**src/rtl/mem_pkg.sv**
```systemverilog
// Shared encodings for the store buffer's memory side: access size and drain FSM state.
package mem_pkg;

    typedef enum logic [1:0] {
        SIZE_BYTE = 2'b00,
        SIZE_HALF = 2'b01,
        SIZE_WORD = 2'b10
    } size_e;

    typedef enum logic {
        ST_IDLE = 1'b0,
        ST_REQ  = 1'b1
    } drain_state_e;

    // Word wins over half, half over byte; byte is what remains when neither is set.
    function automatic size_e encode_size(input logic sw, input logic sh);
        if (sw) begin
            return SIZE_WORD;
        end
        if (sh) begin
            return SIZE_HALF;
        end
        return SIZE_BYTE;
    endfunction

endpackage

```
**src/rtl/store_buffer_if.sv**
```systemverilog
// RAM write port driven by the store buffer: one request at a time, held until acknowledged.
interface store_buffer_if
    import mem_pkg::*;
#(
    parameter int WIDTH = 32
) ();

    // Handshake: mem_req high presents mem_addr/mem_wdata/mem_size; they stay stable
    // until a cycle with mem_ack high, at whose closing edge the request is consumed.
    // With mem_req low all payload fields read as zero and mem_ack is ignored.
    logic             mem_req;
    size_e            mem_size;
    logic [WIDTH-1:0] mem_addr;
    logic [WIDTH-1:0] mem_wdata;
    logic             mem_ack;

    modport master (
        output mem_req,
        output mem_size,
        output mem_addr,
        output mem_wdata,
        input  mem_ack
    );

    modport slave (
        input  mem_req,
        input  mem_size,
        input  mem_addr,
        input  mem_wdata,
        output mem_ack
    );

endinterface

```
**src/rtl/sbuf_fifo.sv**
```systemverilog
// Circular storage for pending stores: entry arrays, head/tail pointers and occupancy count.
module sbuf_fifo
    import mem_pkg::*;
#(
    parameter int WIDTH = 32,
    parameter int DEPTH = 4
) (
    input  logic                            clk,
    input  logic                            rst_n,
    input  logic                            push,
    input  logic [WIDTH-1:0]                push_addr,
    input  logic [WIDTH-1:0]                push_data,
    input  size_e                           push_size,
    input  logic                            pop,
    output logic [WIDTH-1:0]                head_addr,
    output logic [WIDTH-1:0]                head_data,
    output size_e                           head_size,
    output logic [$clog2(DEPTH):0]          count,
    output logic [DEPTH-1:0][WIDTH-3:0]     entry_word,
    output logic [DEPTH-1:0]                entry_valid
);

    localparam int PW = $clog2(DEPTH);
    localparam int CW = PW + 1;

    logic [DEPTH-1:0][WIDTH-1:0] addr_mem;
    logic [WIDTH-1:0]            data_mem [DEPTH];
    size_e                       size_mem [DEPTH];
    logic [PW-1:0]               head;
    logic [PW-1:0]               tail;
    logic [CW-1:0]               cnt;

    // DEPTH is a power of two, so pointer wrap is plain overflow.
    always_ff @(posedge clk) begin
        if (!rst_n) begin
            head <= '0;
            tail <= '0;
            cnt  <= '0;
        end else begin
            if (push) begin
                tail <= tail + PW'(1);
            end
            if (pop) begin
                head <= head + PW'(1);
            end
            case ({push, pop})
                2'b10:   cnt <= cnt + CW'(1);
                2'b01:   cnt <= cnt - CW'(1);
                default: cnt <= cnt;
            endcase
        end
    end

    always_ff @(posedge clk) begin
        if (push) begin
            addr_mem[tail] <= push_addr;
            data_mem[tail] <= push_data;
            size_mem[tail] <= push_size;
        end
    end

    // A slot is live when its distance from head is below the occupancy.
    always_comb begin
        entry_valid = '0;
        entry_word  = '0;
        for (int i = 0; i < DEPTH; i++) begin
            entry_valid[i] = {1'b0, PW'(i) - head} < cnt;
            entry_word[i]  = addr_mem[i][WIDTH-1:2];
        end
    end

    assign head_addr = addr_mem[head];
    assign head_data = data_mem[head];
    assign head_size = size_mem[head];
    assign count     = cnt;

endmodule

```
**src/rtl/store_buffer.sv**
```systemverilog
// Store buffer between the memory stage and RAM: queues stores, drains them one at a time,
// and stalls the pipeline on a full buffer or a load that hits a pending store's word.
module store_buffer
    import mem_pkg::*;
#(
    parameter int WIDTH = 32,
    parameter int DEPTH = 4
) (
    input  logic                   clk,
    input  logic                   rst_n,
    input  logic                   sw,
    input  logic                   sh,
    input  logic                   sb,
    input  logic [WIDTH-1:0]       ALUResult_M,
    input  logic [WIDTH-1:0]       writeData_M,
    input  logic                   loadIns,
    output logic                   stall_M,
    store_buffer_if.master         mem,
    output logic                   empty,
    output drain_state_e           dbg_state,
    output logic [$clog2(DEPTH):0] dbg_count
);

    localparam int CW = $clog2(DEPTH) + 1;
    localparam logic [CW-1:0] FULL_COUNT = CW'(DEPTH);

    drain_state_e               state;
    drain_state_e               state_next;
    logic                       store;
    logic                       full;
    logic                       push;
    logic                       pop;
    logic                       load_hazard;
    logic [DEPTH-1:0]           word_match;
    logic [WIDTH-1:0]           head_addr;
    logic [WIDTH-1:0]           head_data;
    size_e                      head_size;
    logic [CW-1:0]              count;
    logic [DEPTH-1:0][WIDTH-3:0] entry_word;
    logic [DEPTH-1:0]           entry_valid;

    assign store = sw | sh | sb;
    assign full  = (count == FULL_COUNT);
    // A full buffer refuses the store even when an ack frees a slot this same cycle.
    assign push  = store && !full;
    assign pop   = (state == ST_REQ) && mem.mem_ack;

    sbuf_fifo #(
        .WIDTH (WIDTH),
        .DEPTH (DEPTH)
    ) u_fifo (
        .clk         (clk),
        .rst_n       (rst_n),
        .push        (push),
        .push_addr   (ALUResult_M),
        .push_data   (writeData_M),
        .push_size   (encode_size(sw, sh)),
        .pop         (pop),
        .head_addr   (head_addr),
        .head_data   (head_data),
        .head_size   (head_size),
        .count       (count),
        .entry_word  (entry_word),
        .entry_valid (entry_valid)
    );

    always_ff @(posedge clk) begin
        if (!rst_n) begin
            state <= ST_IDLE;
        end else begin
            state <= state_next;
        end
    end

    // REQ is held exactly while the buffer will be non-empty after this edge.
    always_comb begin
        state_next    = state;
        mem.mem_req   = 1'b0;
        mem.mem_addr  = '0;
        mem.mem_wdata = '0;
        mem.mem_size  = SIZE_BYTE;
        case (state)
            ST_IDLE: begin
                if (push) begin
                    state_next = ST_REQ;
                end
            end
            ST_REQ: begin
                mem.mem_req   = 1'b1;
                mem.mem_addr  = head_addr;
                mem.mem_wdata = head_data;
                mem.mem_size  = head_size;
                if (pop && !push && count == CW'(1)) begin
                    state_next = ST_IDLE;
                end
            end
            default: begin
                state_next = ST_IDLE;
            end
        endcase
    end

    // Loads compare at word granularity, so any byte of a pending word blocks the load.
    always_comb begin
        word_match = '0;
        for (int i = 0; i < DEPTH; i++) begin
            word_match[i] = entry_valid[i] && (entry_word[i] == ALUResult_M[WIDTH-1:2]);
        end
    end

    assign load_hazard = loadIns && (|word_match);
    assign stall_M     = (store && full) || load_hazard;
    assign empty       = (count == '0);
    assign dbg_state   = state;
    assign dbg_count   = count;

endmodule

```
**src/flat_wrapper.sv**
```systemverilog
// flat-port wrapper written by rule: the top's interface ports become plain ports
module store_buffer_flat import mem_pkg::*;
#(
    parameter int WIDTH = 32,
    parameter int DEPTH = 4
)
  (clk, rst_n, sw, sh, sb, ALUResult_M, writeData_M, loadIns, stall_M, empty, dbg_state, dbg_count, mem_mem_req, mem_mem_size, mem_mem_addr, mem_mem_wdata, mem_mem_ack);
  store_buffer_if #(.WIDTH(WIDTH)) mem_i ();
  input  logic clk;
  input  logic rst_n;
  input  logic sw;
  input  logic sh;
  input  logic sb;
  input  logic [WIDTH-1:0] ALUResult_M;
  input  logic [WIDTH-1:0] writeData_M;
  input  logic loadIns;
  output logic stall_M;
  output logic empty;
  output drain_state_e dbg_state;
  output logic [$clog2(DEPTH):0] dbg_count;
  output wire logic [$bits(mem_i.mem_req)-1:0] mem_mem_req;
  output wire logic [$bits(mem_i.mem_size)-1:0] mem_mem_size;
  output wire logic [$bits(mem_i.mem_addr)-1:0] mem_mem_addr;
  output wire logic [$bits(mem_i.mem_wdata)-1:0] mem_mem_wdata;
  input wire logic [$bits(mem_i.mem_ack)-1:0] mem_mem_ack;
  assign mem_mem_req = mem_i.mem_req;
  assign mem_mem_size = mem_i.mem_size;
  assign mem_mem_addr = mem_i.mem_addr;
  assign mem_mem_wdata = mem_i.mem_wdata;
  assign mem_i.mem_ack = mem_mem_ack;
  store_buffer #(.WIDTH(WIDTH), .DEPTH(DEPTH)) u_core (.clk(clk), .rst_n(rst_n), .sw(sw), .sh(sh), .sb(sb), .ALUResult_M(ALUResult_M), .writeData_M(writeData_M), .loadIns(loadIns), .stall_M(stall_M), .mem(mem_i), .empty(empty), .dbg_state(dbg_state), .dbg_count(dbg_count));
endmodule
```
**config.mk**
```make
export PLATFORM = sky130hd
export DESIGN_NAME = store_buffer_flat
export DESIGN_NICKNAME = d
export VERILOG_FILES = /design/src/rtl/mem_pkg.sv /design/src/rtl/store_buffer_if.sv /design/src/rtl/sbuf_fifo.sv /design/src/rtl/store_buffer.sv /design/src/flat_wrapper.sv
export SDC_FILE = /design/constraint.sdc
export NUM_CORES = 1
export LEC_CHECK = 0
export CORE_ASPECT_RATIO = 2
export CORE_MARGIN = 1.5
export CORE_UTILIZATION = 37
export DETAILED_ROUTE_END_ITERATION = 7
export GPL_TIMING_DRIVEN = 0
export PLACE_DENSITY = 0.53
export SYNTH_ARGS = -nofsm -noshare
export SYNTH_HDL_FRONTEND = slang
export SYNTH_HIERARCHICAL = 1
export SYNTH_SLANG_ARGS = --single-unit
export TNS_END_PERCENT = 20
```
**constraint.sdc**
```tcl
create_clock -name clk -period 5.7 [get_ports clk]
set_input_delay 0.57 -clock clk [delete_from_list [all_inputs] [get_ports clk]]
set_output_delay 0.57 -clock clk [all_outputs]
set_load 0.05 [all_outputs]
```
After elaboration in Yosys (flattened, before gate mapping)
Memories as Yosys holds them, arrays and structs flattened. A register that Yosys moved wholly into a read port is not among the register bits.
Index checks and enable logic that the tools add are counted.
{ "classes": {"n_reduce_logical": 17, "muxes": 25, "order_cmp": 7, "addsub": 8, "bitwise_logic": 3, "eq_ne": 8} }
{ "op_table": {"columns": ["operator", "n"], "rows": [
  ["$bwmux 128", 1],
  ["$mux 32", 4],
  ["$eq 30x30->1", 4],
  ["$bmux 32 s2", 1],
  ["$demux 32 s2", 1],
  ["$mux 2", 9],
  ["$lt 2x3->1", 4],
  ["$logic_and 1x1->1", 11],
  ["$mux 1", 7],
  ["$lt 2x3->1 const B", 2],
  ["$pmux 3 s2", 1],
  ["$add 2x1->2 const B", 2],
  ["$reduce_or 4->1", 1],
  ["$sub 1x2->2 const A", 2],
  ["$sub 2x2->2 const A", 2],
  ["$add 3x1->3 const B", 1],
  ["$eq 3x1->1 const B", 1],
  ["$eq 3x3->1 const B", 1],
  ["$logic_not 3->1", 1],
  ["$sub 3x1->3 const B", 1],
  ["$eq 2x1->1 const B", 1],
  ["$eq 2x2->1 const B", 1],
  ["$ge 2x1->1 const B", 1],
  ["$logic_not 1->1", 2],
  ["5 further kinds", 6]
]} }
{ "word_totals": {"ramBits": 136, "memories": 2, "ff_bits": 136} }
{ "mem_list": {"columns": ["memory", "depth", "width", "rd", "rd_ports_with_merged_regs", "write_ports", "line_no", "rtl"], "rows": [
  ["u_core.u_fifo.data_mem", 4, 32, 1, 1, 1, "sbuf_fifo.sv:27", "logic [WIDTH-1:0] data_mem [DEPTH];"],
  ["u_core.u_fifo.size_mem", 4, 2, 1, 1, 1, "sbuf_fifo.sv:28", "size_e size_mem [DEPTH];"]
]} }

Depth between registers and ports, before layout
{ "logic_depth": {"depth_word": 8, "depth_mapped": 12, "ltp_nobuf": 10} }

Cells and area by module
The synthesis kept the hierarchy.
{ "modules_own_cells": {"columns": ["module", "cells_per_inst", "seq_area_each_um2", "instances", "area_per_inst_um2"], "rows": [
  ["sbuf_fifo", 527, 8107.8, 1, 11005.6],
  ["store_buffer", 253, 20.0, 1, 1884.3]
]} }

Worst setup path after synthesis
No wires, ideal clock.
{ "synth_timing": {"path_type": "reg2reg", "startpoint": "register u_core.u_fifo.cnt[0], in the netlist u_core/u_fifo/count[0]", "endpoint": "register u_core/u_fifo/addr_mem[0] in the netlist's numbering, enable pin", "t_arrival_ns": 2.894, "slack_ns": 2.375, "period_less_slack_ns": 3.325, "setup_time_ns": 0.431, "stages_incl_launch_ff": 4, "path_cell_list": "dfxtp_1 -> nor2_1 -> a21oi_1 -> and2_1"} }
{ "synth_between": {"elab_chain_cells": 3} }
{ "synth_rtl": {"columns": ["item", "line_no", "rtl"], "rows": [
  ["start: declaration", "sbuf_fifo.sv:31", "logic [CW-1:0] cnt;"],
  ["start signal: assignment", "sbuf_fifo.sv:47", "2'b10: cnt <= cnt + CW'(1);"],
  ["start signal: assignment", "sbuf_fifo.sv:48", "2'b01: cnt <= cnt - CW'(1);"],
  ["start signal: assignment", "sbuf_fifo.sv:49", "default: cnt <= cnt;"],
  ["$eq 3x3->1", "store_buffer.sv:43", "assign full = (count == FULL_COUNT);"],
  ["$logic_not 1->1", "store_buffer.sv:45", "assign push = store && !full;"],
  ["$logic_and 1x1->1", "store_buffer.sv:45", null],
  ["via u_core.push", "store_buffer.sv:31", "logic push;"],
  ["end signal: indexed assignment", "sbuf_fifo.sv:56", "addr_mem[tail] <= push_addr;"],
  ["end: declaration", "sbuf_fifo.sv:26", "logic [DEPTH-1:0][WIDTH-1:0] addr_mem;"]
]} }
The timed path passes the listed nets, and every way through them passes these cells.
A chain may end at the register's enable or synchronous reset.

Worst setup path after layout
{ "layout_timing": {"startpoint": "register u_core.u_fifo.head[1]", "endpoint": "output port stall_M"} }
{ "layout_between": {"elab_chain_cells": 6, "elab_cells_between_ends": 15} }
{ "layout_rtl": {"columns": ["item", "line_no", "rtl"], "rows": [
  ["start: declaration", "sbuf_fifo.sv:29", "logic [PW-1:0] head;"],
  ["start signal: assignment", "sbuf_fifo.sv:44", "head <= head + PW'(1);"],
  ["$sub 1x2->2", "sbuf_fifo.sv:67", "entry_valid[i] = {1'b0, PW'(i) - head} < cnt;"],
  ["$lt 2x3->1", "sbuf_fifo.sv:67", null],
  ["via u_core.entry_valid[0]", "store_buffer.sv:40", "logic [DEPTH-1:0] entry_valid;"],
  ["$logic_and 1x1->1", "store_buffer.sv:107", "word_match[i] = entry_valid[i] && (entry_word[i] == ALUResult_M[WIDTH-1:2]);"],
  ["$reduce_or 4->1", "store_buffer.sv:111", "assign load_hazard = loadIns && (|word_match);"],
  ["$logic_and 1x1->1", "store_buffer.sv:111", null],
  ["$logic_or 1x1->1", "store_buffer.sv:112", "assign stall_M = (store && full) || load_hazard;"],
  ["end: declaration", "flat_wrapper.sv:17", "output logic stall_M;"]
]} }
The timed path passes the listed nets, and every way through them passes these cells.

==> flow_summary.json <==
{
  "grt_overflow": 0,
  "rsz0062_at_grt": "no",
  "setup_tns_ps": 0,
  "cts_root_buf": "clkbuf_16",
  "num_io_pins": 144,
  "slew-limit-headroom": 0.491,
  "setup_viol": 0,
  "vias": 6795,
  "drtPass1Iterations": 4,
  "drt_iter0_markers": 309,
  "grt_usage": 0.184,
  "p_leak_nw": 5.36,
  "critPathKind": "flop to output port",
  "maxCapViolCount": 0,
  "final_layout_size_suffix_gt1_frac": 0.260,
  "syn_inst": 780,
  "finalWeightedCongestion": 0.815,
  "finalMaxSlewViolations": 0,
  "ys_ff_latch": 274,
  "worstPathRequired_ps": 5130,
  "die_w_um": 135,
  "cts.clk_slew.worst_paths_ps": 60,
  "cts_buffers": 26,
  "cts_buffer_depth": 3,
  "grt_pass1_vias": 7330,
  "hpwlAfterDp_um": 22500,
  "hold_buffers": 0,
  "post-route-min-period_ps": 5060,
  "ctsResizeCount": 0,
  "io_buffers": 143,
  "hold_violations": 0,
  "post_synth_num_cell_types": 31,
  "status": "finished clean",
  "cp-end-kind": "output port",
  "via_per_inst": 4.80,
  "dp_slack_ps": 1170,
  "syn_nets": 861,
  "holdWs_ps": 564,
  "yosysSeqAreaShare": 0.631,
  "fin_crit_sh": 0.887,
  "num-nets-final": 1036,
  "insertion_delay_ps": 540,
  "max_freq_mhz": 198,
  "grt_pass1_wl_um": 47300,
  "initial_core_util": 0.375,
  "core_um2": 34400,
  "grt_max_degree": 43,
  "ir_drop_uv": 322,
  "synth_warnings": 6,
  "placementRows": 96,
  "ant_nets": 0,
  "timing.final.ws_setup_ps": 644,
  "worst_slew_pin_slew_ps": 757,
  "post_cts_buffers": 0,
  "arrival_ps": 4490,
  "fp.dieH_um": 267,
  "cts_tree": "built",
  "antenna_found_initial": 1,
  "wirelength_um": 32100,
  "final_cell_mix": "264 x edfxtp_1, 143 x clkdlybuf4s50_1, 122 x buf_4, 79 x xnor2_1, 73 x and2_1",
  "hold_path_class": "flop to flop",
  "synth_top_area_frac": 0.615,
  "wl_per_cell_um": 22.7,
  "synth_area_um2": 12900,
  "cp_max_fo": 10,
  "cts_max_level": 1,
  "final_common_cell": "edfxtp_1",
  "yosys-top-cells-area": "edfxtp_1 62%, mux4_2 12%, buf_4 7.1%",
  "area_growth_pct": 22.8,
  "drc": 0,
  "clock_skew_ps": 16.0,
  "yosysTopAreaCell": "edfxtp_1",
  "p_per_area_nw_per_um2": 375,
  "r2r_setup_slack_ps": 3120,
  "die-area_um2": 36000,
  "clock-sinks": 274,
  "syn_avg_cell_area_um2": 16.5,
  "start_kind": "flop"
}
## synth_stat cells
cell type  number
buf_8           1
buf_2          11
ha_1            9
nor4_1         16
buf_4         122
nor2_1          1
dfxtp_1        10
o211a_1         1
xor2_1         47
buf_6           8
or3_1           1
inv_1           8
nor2b_1         2
nand2_1         5
nor3_1          2
o21ai_0         2
clkbuf_1        8
nand2b_1        1
or2_1           3
nand4_1        25
a21boi_0        1
edfxtp_1      264
fa_1            1
o2bb2ai_1       1
a21oi_1         5
mux4_2         66
mux2i_1         1
and2_1         77
nor4bb_1        1
xnor2_1        79
o21bai_1        1
## per-layer routing
layer  share of wire  up-vias  global-route usage  routed length (um)
li1                -     3138                   -                   -
met1            0.35     3467               0.195               11200
met2            0.58      152               0.363               18700
met3           0.035       38              0.0220                1120
met4           0.033        0              0.0695                1070
met5               0        -                   0                   0
## registers in the layout, summed over array words and instances (netlist names), named ones only
| name | cells |
|---|---|
| u_core/u_fifo/size_mem | 8 |
| u_core/u_fifo/addr_mem | 8 |
| u_core/u_fifo/head | 2 |
| u_core/u_fifo/tail | 2 |
| u_core/dbg_state | 1 |
| u_core/u_fifo/entry_word | 120 |
| u_core/u_fifo/data_mem | 128 |
| u_core/u_fifo/count | 3 |
## worst paths after layout
kind,start,endpoint,cells after the start
worst max-delay path,u_core/u_fifo/head[1],stall_M,13
worst min-delay path,u_core/u_fifo/tail[1],u_core/u_fifo/tail[1],2
worst max register to register,u_core/dbg_state,u_core/u_fifo/count[2],8
worst min register to register,u_core/u_fifo/tail[1],u_core/u_fifo/tail[1],2
## power by group
group | switching (mW) | total, mW | leakage, nW | internal [mW]
registers | 0.0996 | 2.65 | 2.55 | 2.55
clock network | 0.736 | 1.73 | 0.411 | 0.998
logic | 0.894 | 1.56 | 2.40 | 0.669
## layout make-up
| cell class | instances | area [um^2] |
|---|---|---|
| fill | 3116 | 18500 |
| sequential | 274 | 8130 |
| multi-input combinational | 348 | 3640 |
| timing repair buffer | 147 | 1540 |
| buffer | 150 | 1110 |
| clock buffer | 32 | 694 |
| tap | 441 | 552 |
| clock inverter | 14 | 143 |
| inverter | 8 | 30.0 |
| antenna | 1 | 2.50 |
## through the flow
step                      instances  instance area, um^2  total power, mW   util
after floorplan                 780                12900             3.71      -
after global placement         1364                14900             4.27  0.433
after detailed placement       1368                15000             4.29  0.436
after CTS                      1414                15800             6.04  0.461
after global routing           1415                15800             6.20  0.461
final                          1415                15800             5.94  0.461
## worst max-delay path, cell delays in order, from the launching register on
cell and delay, ps:
dfxtp_1 330, buf_2 260, buf_2 400, xnor2_1 190
inv_1 60, ha_1 270, a21oi_1 110, or2_1 170
nand4_1 110, nor4_1 550, nand4_1 250, nand4_1 270
o2bb2ai_1 140, clkdlybuf4s50_1 820
## kinds of logic (layout without fill, tap and decap cells)
logic type | after synthesis | in the layout | share of synthesized area
DFF | 274 | 274 | 0.631
adders and majority gates | 10 | 10 | 0.0103
and+or+nand+nor | 134 | 134 | 0.0640
muxes | 67 | 67 | 0.116
buffers and inverters | 158 | 351 | 0.0881
other | 0 | 1 | 0
AOI/OAI and AO/OA | 11 | 11 | 0.00534
xor gates and xnor gates | 126 | 126 | 0.0856
No activity file was read; power rests on OpenSTA's default activity.
